File: config.mk
export PLATFORM = sky130hd
export DESIGN_NAME = operand_fetch
export DESIGN_NICKNAME = d
export VERILOG_FILES = /design/src/rtl/operand_fetch.sv
export SDC_FILE = /design/constraint.sdc
export NUM_CORES = 1
export LEC_CHECK = 0
export ABC_AREA = 1
export CAP_MARGIN = 15
export CELL_PAD_IN_SITES_DETAIL_PLACEMENT = 1
export CELL_PAD_IN_SITES_GLOBAL_PLACEMENT = 2
export CORE_MARGIN = 4
export CORE_UTILIZATION = 31
export CTS_CLUSTER_SIZE = 25
export DETAILED_ROUTE_END_ITERATION = 10
export GPL_TIMING_DRIVEN = 1
export PLACE_DENSITY = 0.92
export SLEW_MARGIN = 20
export SYNTH_ARGS = -nofsm -noshare
export SYNTH_HDL_FRONTEND = slang
export SYNTH_SLANG_ARGS = --single-unit
File: constraint.sdc
create_clock -name clk -period 12.5 [get_ports clk]
set_input_delay 3.75 -clock clk [delete_from_list [all_inputs] [get_ports clk]]
set_output_delay 3.75 -clock clk [all_outputs]
set_load 0.01 [all_outputs]
File: src/rtl/operand_fetch.sv
// operand_fetch: resolves RK(B)/RK(C) and reads each TValue (value word, then tag word)
// over a shared Avalon master. Ports: clk/rst, start/base/k/fld_b/fld_c/need_b/need_c in; busy/done/data_*/type_* out; mem_* Avalon read port.
module operand_fetch #(
  parameter int TV_SHIFT   = 3,
  parameter int TAG_OFFSET = 4,
  parameter int TTAG_SIZE  = 3
) (
  input  logic                 clk,
  input  logic                 rst,
  input  logic                 start,
  input  logic [31:0]          base,
  input  logic [31:0]          k,
  input  logic [8:0]           fld_b,
  input  logic [8:0]           fld_c,
  input  logic                 need_b,
  input  logic                 need_c,
  output logic                 busy,
  output logic                 done,
  output logic [31:0]          data_b,
  output logic [31:0]          data_c,
  output logic [TTAG_SIZE-1:0] type_b,
  output logic [TTAG_SIZE-1:0] type_c,
  output logic [31:0]          mem_address,
  output logic                 mem_read,
  input  logic [31:0]          mem_readdata,
  input  logic                 mem_waitrequest
);

  typedef enum logic [2:0] {
    IDLE, B_VAL, B_TAG, C_VAL, C_TAG, DONE
  } state_t;

  typedef struct packed {
    logic [31:0] base;
    logic [31:0] k;
    logic [8:0]  fb;
    logic [8:0]  fc;
    logic        nb;
    logic        nc;
  } req_t;

  state_t state, state_n;
  req_t   rq;

  logic [31:0] ea_b, ea_c;
  logic        ack;

  function automatic logic [31:0] ea(
    input logic [31:0] b,
    input logic [31:0] kk,
    input logic [8:0]  f
  );
    logic [31:0] off;
    off = {24'd0, f[7:0]} << TV_SHIFT;
    return (f[8] ? kk : b) + off;
  endfunction

  // Bit 6 (collectable) is dropped; only the variant/type bits matter.
  function automatic logic [TTAG_SIZE-1:0] map_tag(
    input logic [5:0] t
  );
    logic [TTAG_SIZE-1:0] r;
    unique case (1'b1)
      (t == 6'h00): r = TTAG_SIZE'(0);
      (t == 6'h13): r = TTAG_SIZE'(1);
      (t == 6'h03): r = TTAG_SIZE'(2);
      (t == 6'h04),
      (t == 6'h14): r = TTAG_SIZE'(3);
      (t == 6'h05): r = TTAG_SIZE'(4);
      (t == 6'h06),
      (t == 6'h16),
      (t == 6'h26): r = TTAG_SIZE'(5);
      default:      r = TTAG_SIZE'(6);
    endcase
    return r;
  endfunction

  assign ea_b = ea(rq.base, rq.k, rq.fb);
  assign ea_c = ea(rq.base, rq.k, rq.fc);
  assign ack  = ~mem_waitrequest;

  always_comb begin
    state_n     = state;
    mem_read    = 1'b0;
    mem_address = 32'd0;
    busy        = (state != IDLE);
    done        = (state == DONE);
    unique case (state)
      IDLE: begin
        if (start) begin
          if (need_b)      state_n = B_VAL;
          else if (need_c) state_n = C_VAL;
          else             state_n = DONE;
        end
      end
      B_VAL: begin
        mem_read    = 1'b1;
        mem_address = ea_b;
        if (ack) state_n = B_TAG;
      end
      B_TAG: begin
        mem_read    = 1'b1;
        mem_address = ea_b + 32'(TAG_OFFSET);
        if (ack) state_n = rq.nc ? C_VAL : DONE;
      end
      C_VAL: begin
        mem_read    = 1'b1;
        mem_address = ea_c;
        if (ack) state_n = C_TAG;
      end
      C_TAG: begin
        mem_read    = 1'b1;
        mem_address = ea_c + 32'(TAG_OFFSET);
        if (ack) state_n = DONE;
      end
      DONE:    state_n = IDLE;
      default: state_n = IDLE;
    endcase
  end

  always_ff @(posedge clk or posedge rst) begin
    if (rst) begin
      state  <= IDLE;
      rq     <= '0;
      data_b <= 32'd0;
      data_c <= 32'd0;
      type_b <= '0;
      type_c <= '0;
    end else begin
      state <= state_n;
      unique case (state)
        IDLE: begin
          if (start) begin
            rq.base <= base;
            rq.k    <= k;
            rq.fb   <= fld_b;
            rq.fc   <= fld_c;
            rq.nb   <= need_b;
            rq.nc   <= need_c;
            if (!need_b) begin
              data_b <= 32'd0;
              type_b <= '0;
            end
            if (!need_c) begin
              data_c <= 32'd0;
              type_c <= '0;
            end
          end
        end
        B_VAL: if (ack) data_b <= mem_readdata;
        B_TAG: if (ack) type_b <= map_tag(mem_readdata[5:0]);
        C_VAL: if (ack) data_c <= mem_readdata;
        C_TAG: if (ack) type_c <= map_tag(mem_readdata[5:0]);
        default: ;
      endcase
    end
  end

endmodule
==> flow_metrics.py <==
metrics = {
    "run_status": {
        "status": "complete, no violations",
    },
    "critical_path": {
        "worstPathArrival_ns": 4.85,
        "crit_required_ns": 8.75,
        "cp-end-kind": "primary output",
        "crit_type": "flip-flop to primary output",
        "start_kind": "flip-flop",
        "path_max_fanout": 62,
        "r2r.worst_path.cells": 9,
    },
    "floorplan": {
        "coreArea_um2": 37000,
        "die_w_um": 202,
        "die_area_um2": 41000,
        "die-height_um": 202,
        "start_util": 0.317,
        "ios": 225,
        "rows": 70,
    },
    "hold_path": {
        "hold_depth": 1,
        "min_path_type": "flip-flop to flip-flop",
    },
    "detailed_routing": {
        "wl_per_cell_um": 18.4,
        "wl_um": 45100,
        "routed_via_density": 4.99,
        "drtIter0Drc": 653,
        "postRouteAntennaNets": 0,
        "dr_total_vias": 12300,
        "first_pass_iters": 5,
        "drc": 0,
    },
    "synth": {
        "async_flop_share": 1.00,
        "syn_nets": 1895,
        "ys_types": 46,
        "synth-seq-area-share": 0.333,
        "synth-seq-cells": 156,
        "syn-cell-area_um2": 11700,
        "syn_avg_cell_area_um2": 6.67,
        "synth-simple-area-share": 0.381,
        "synth_top_family_by_area": "simple AND/OR/NAND/NOR gates",
        "synth_edf_count": 0,
        "synthXorXnorAreaFrac": 0.0105,
        "synth_ff_type": "dfrtp_1",
        "synthMuxAreaShare": 0.0308,
        "synth_fa_ha_area_frac": 0.0216,
        "syn_inst": 1756,
        "synth_compound_area_frac": 0.115,
        "yosys_warnings": 0,
    },
    "timing": {
        "layout_min_cycle_time_ns": 8.60,
        "timing.slew.headroom": 0.369,
        "fin_skew_ns": 0.0115,
        "timing.final.ws_setup_ns": 3.90,
        "rsz0062_at_grt": "false",
        "worst_pin_slew_ns": 0.946,
        "post-route-period-util": 0.688,
        "finalSetupViolations": 0,
        "fin_tns_setup_ns": 0,
        "max_freq_mhz": 116,
        "drv_slew": 0,
        "hold_viol": 0,
    },
    "clock_tree": {
        "h-tree-depth": 4,
        "clkTransAtPathRegs_ns": 0.07,
        "clock_path_buffers": 2,
        "clk_latency_ns": 0.45,
        "cts_buffers": 17,
        "postCtsSetupBuffers": 0,
        "cts_tree": "yes",
        "clock_sinks": 156,
        "cts_resized": 0,
        "hold_buffers": 0,
        "root_buffer": "clkbuf_16",
    },
    "finish": {
        "layout.cells.non_filler": 2457,
        "multi_input_area_um2": 6590,
        "fillers": 4772,
        "nets": 2079,
        "drive_above_1_share": 0.102,
        "fin_area_um2": 14900,
        "layout.area.seq_um2": 3910,
        "syn_to_final_growth_pct": 27.0,
        "num_antenna_cells": 0,
    },
    "power": {
        "finalPower_uw": 4990,
        "ir_drop_mv": 0.175,
        "p_per_area_nw_per_um2": 335,
        "cellLeakagePower_uw": 0.00701,
    },
    "placed_design": {
        "pre_cts_ws_ns": 4.40,
        "place_area_um2": 14300,
        "dpl.hpwl_um": 34600,
        "place.gp.congestion": 0.904,
        "port_buffers": 224,
        "place_inst": 2425,
    },
    "global_routing": {
        "grt_max_degree": 99,
        "grt_pass1_wl_um": 72000,
        "grt_antenna_before_repair": 0,
        "first_global_vias": 13100,
        "grt_use_total": 0.221,
        "grt-ovfl-total": 0,
    },
    "flow_run": {
        "cap_violations": 0,
    },
}
## critical path, stage by stage, from the launching register on
cell and delay, ns:
dfrtp_2 0.35, buf_4 0.55, o21ai_0 0.42, ha_1 0.42
nand2_1 0.06, nand2_1 0.13, nand3_1 0.15, nand2_1 0.19
nand2_1 0.14, nand2_4 0.16, nand2_1 0.09, nand2_1 0.12
nand2_1 0.06, nand2_1 0.12, nand2_1 0.09, nor2_1 0.19
nand2_1 0.09, xor2_1 0.15, nand2_1 0.07, nand3b_1 0.24
clkdlybuf4s50_1 0.59
## path summary, 6_finish.rpt
path                                            from  slack (ns)                     end
worst max-delay path              rq[10]$_DFFE_PP0P_        3.90         mem_address[16]
max in group asynchronous                        rst        7.32  data_c[12]$_DFFE_PP0P_
worst min-delay path              rq[52]$_DFFE_PP0P_        0.51      rq[52]$_DFFE_PP0P_
min in group asynchronous                        rst        3.86      rq[52]$_DFFE_PP0P_
worst min register to register    rq[52]$_DFFE_PP0P_        0.51      rq[52]$_DFFE_PP0P_
worst max register to register  state[1]$_DFFE_PP0P_        9.39    state[0]$_DFFE_PP0P_
## layer usage
| layer | routed length, µm | track usage | up-vias |
|---|---|---|---|
| met4 | 1190 | 0.0740 | 0 |
| li1 | - | - | 5992 |
| met3 | 1390 | 0.0278 | 56 |
| met5 | 0 | 0 | - |
| met2 | 23100 | 0.396 | 242 |
| met1 | 19400 | 0.274 | 5967 |
## power breakdown
group | switching, µW | total (µW) | internal, µW
logic | 2340 | 3580 | 1240
clock network | 257 | 519 | 262
registers | 153 | 888 | 735
total | 2750 | 4990 | 2240
## cells in the final DEF, fill, tap and decap left out, drive strengths merged, types with 2 or more instances in the layout
master         instances
nand3b                 4
buf                    9
clkdlybuf4s50        224
a21oi                 84
xnor2                  4
o22ai                 12
xor2                  10
nand4                 14
nor3                   8
o21ai                129
mux2                  32
o21bai                 2
a31oi                  2
dfrtp                156
nand3                229
inv                  239
clkinvlp               5
o221ai                 2
or2                    8
clkbuf                18
nor4                   2
nand2                539
fa                     2
clkinv                 3
o211ai                 9
nor2                 184
ha                    17
## Yosys cell counts, types with 2 or more instances
library cell / number / area, µm²
nand2_1: 497 / 1870
nand3_1: 225 / 1130
inv_1: 221 / 830
dfrtp_1: 156 / 3900
nor2_1: 141 / 529
o21ai_0: 106 / 531
a21oi_1: 84 / 420
clkbuf_1: 36 / 135
mux2_2: 32 / 360
nand2_2: 30 / 188
nor2_2: 28 / 175
ha_1: 17 / 213
nand4_1: 14 / 87.6
nor2_4: 14 / 158
buf_2: 13 / 65.1
nand2_4: 12 / 135
o21ai_1: 12 / 60.1
o22ai_1: 12 / 75.1
buf_6: 11 / 124
inv_2: 11 / 41.3
o21ai_2: 11 / 96.3
xor2_1: 10 / 87.6
o211ai_1: 9 / 67.6
nor3_1: 8 / 40.0
or2_2: 7 / 43.8
buf_4: 4 / 30.0
nand3b_1: 4 / 30.0
xnor2_1: 4 / 35.0
buf_1: 3 / 11.3
nand3_2: 3 / 30.0
a31oi_1: 2 / 12.5
fa_1: 2 / 40.0
nor4_1: 2 / 12.5
o21bai_1: 2 / 15.0
o221ai_1: 2 / 17.5
## sequential cells by signal, summed over array words and instances, names as in the netlist
register	flops
data_b	32
data_c	32
rq	83
state	3
type_b	3
type_c	3
## per-stage QoR
stage	hold slack [ns]	utilization
3_5_place_dp	0.494	0.387
4_1_cts	0.510	0.403
6_report	0.506	0.403
5_1_grt	0.528	0.403
2_1_floorplan	0.478	-
3_3_place_gp	0.493	0.387
## cell families (layout without fill, tap and decap cells)
| group | after synthesis | count (layout) |
|---|---|---|
| simple gates | 988 | 988 |
| buf+inv | 301 | 498 |
| xor+xnor | 14 | 14 |
| fa+ha+maj | 19 | 19 |
| flops | 156 | 156 |
| compound gates | 246 | 246 |
| mux | 32 | 32 |
## cell type report
class | count | area share
well taps | 504 | 0.0424
clock buffers | 18 | 0.0288
clock inverters | 14 | 0.00891
multi-input cells | 1299 | 0.443
inverters | 233 | 0.0595
repair buffers | 233 | 0.155
flip-flops and latches | 156 | 0.263
(Power assumes the default switching activity.)
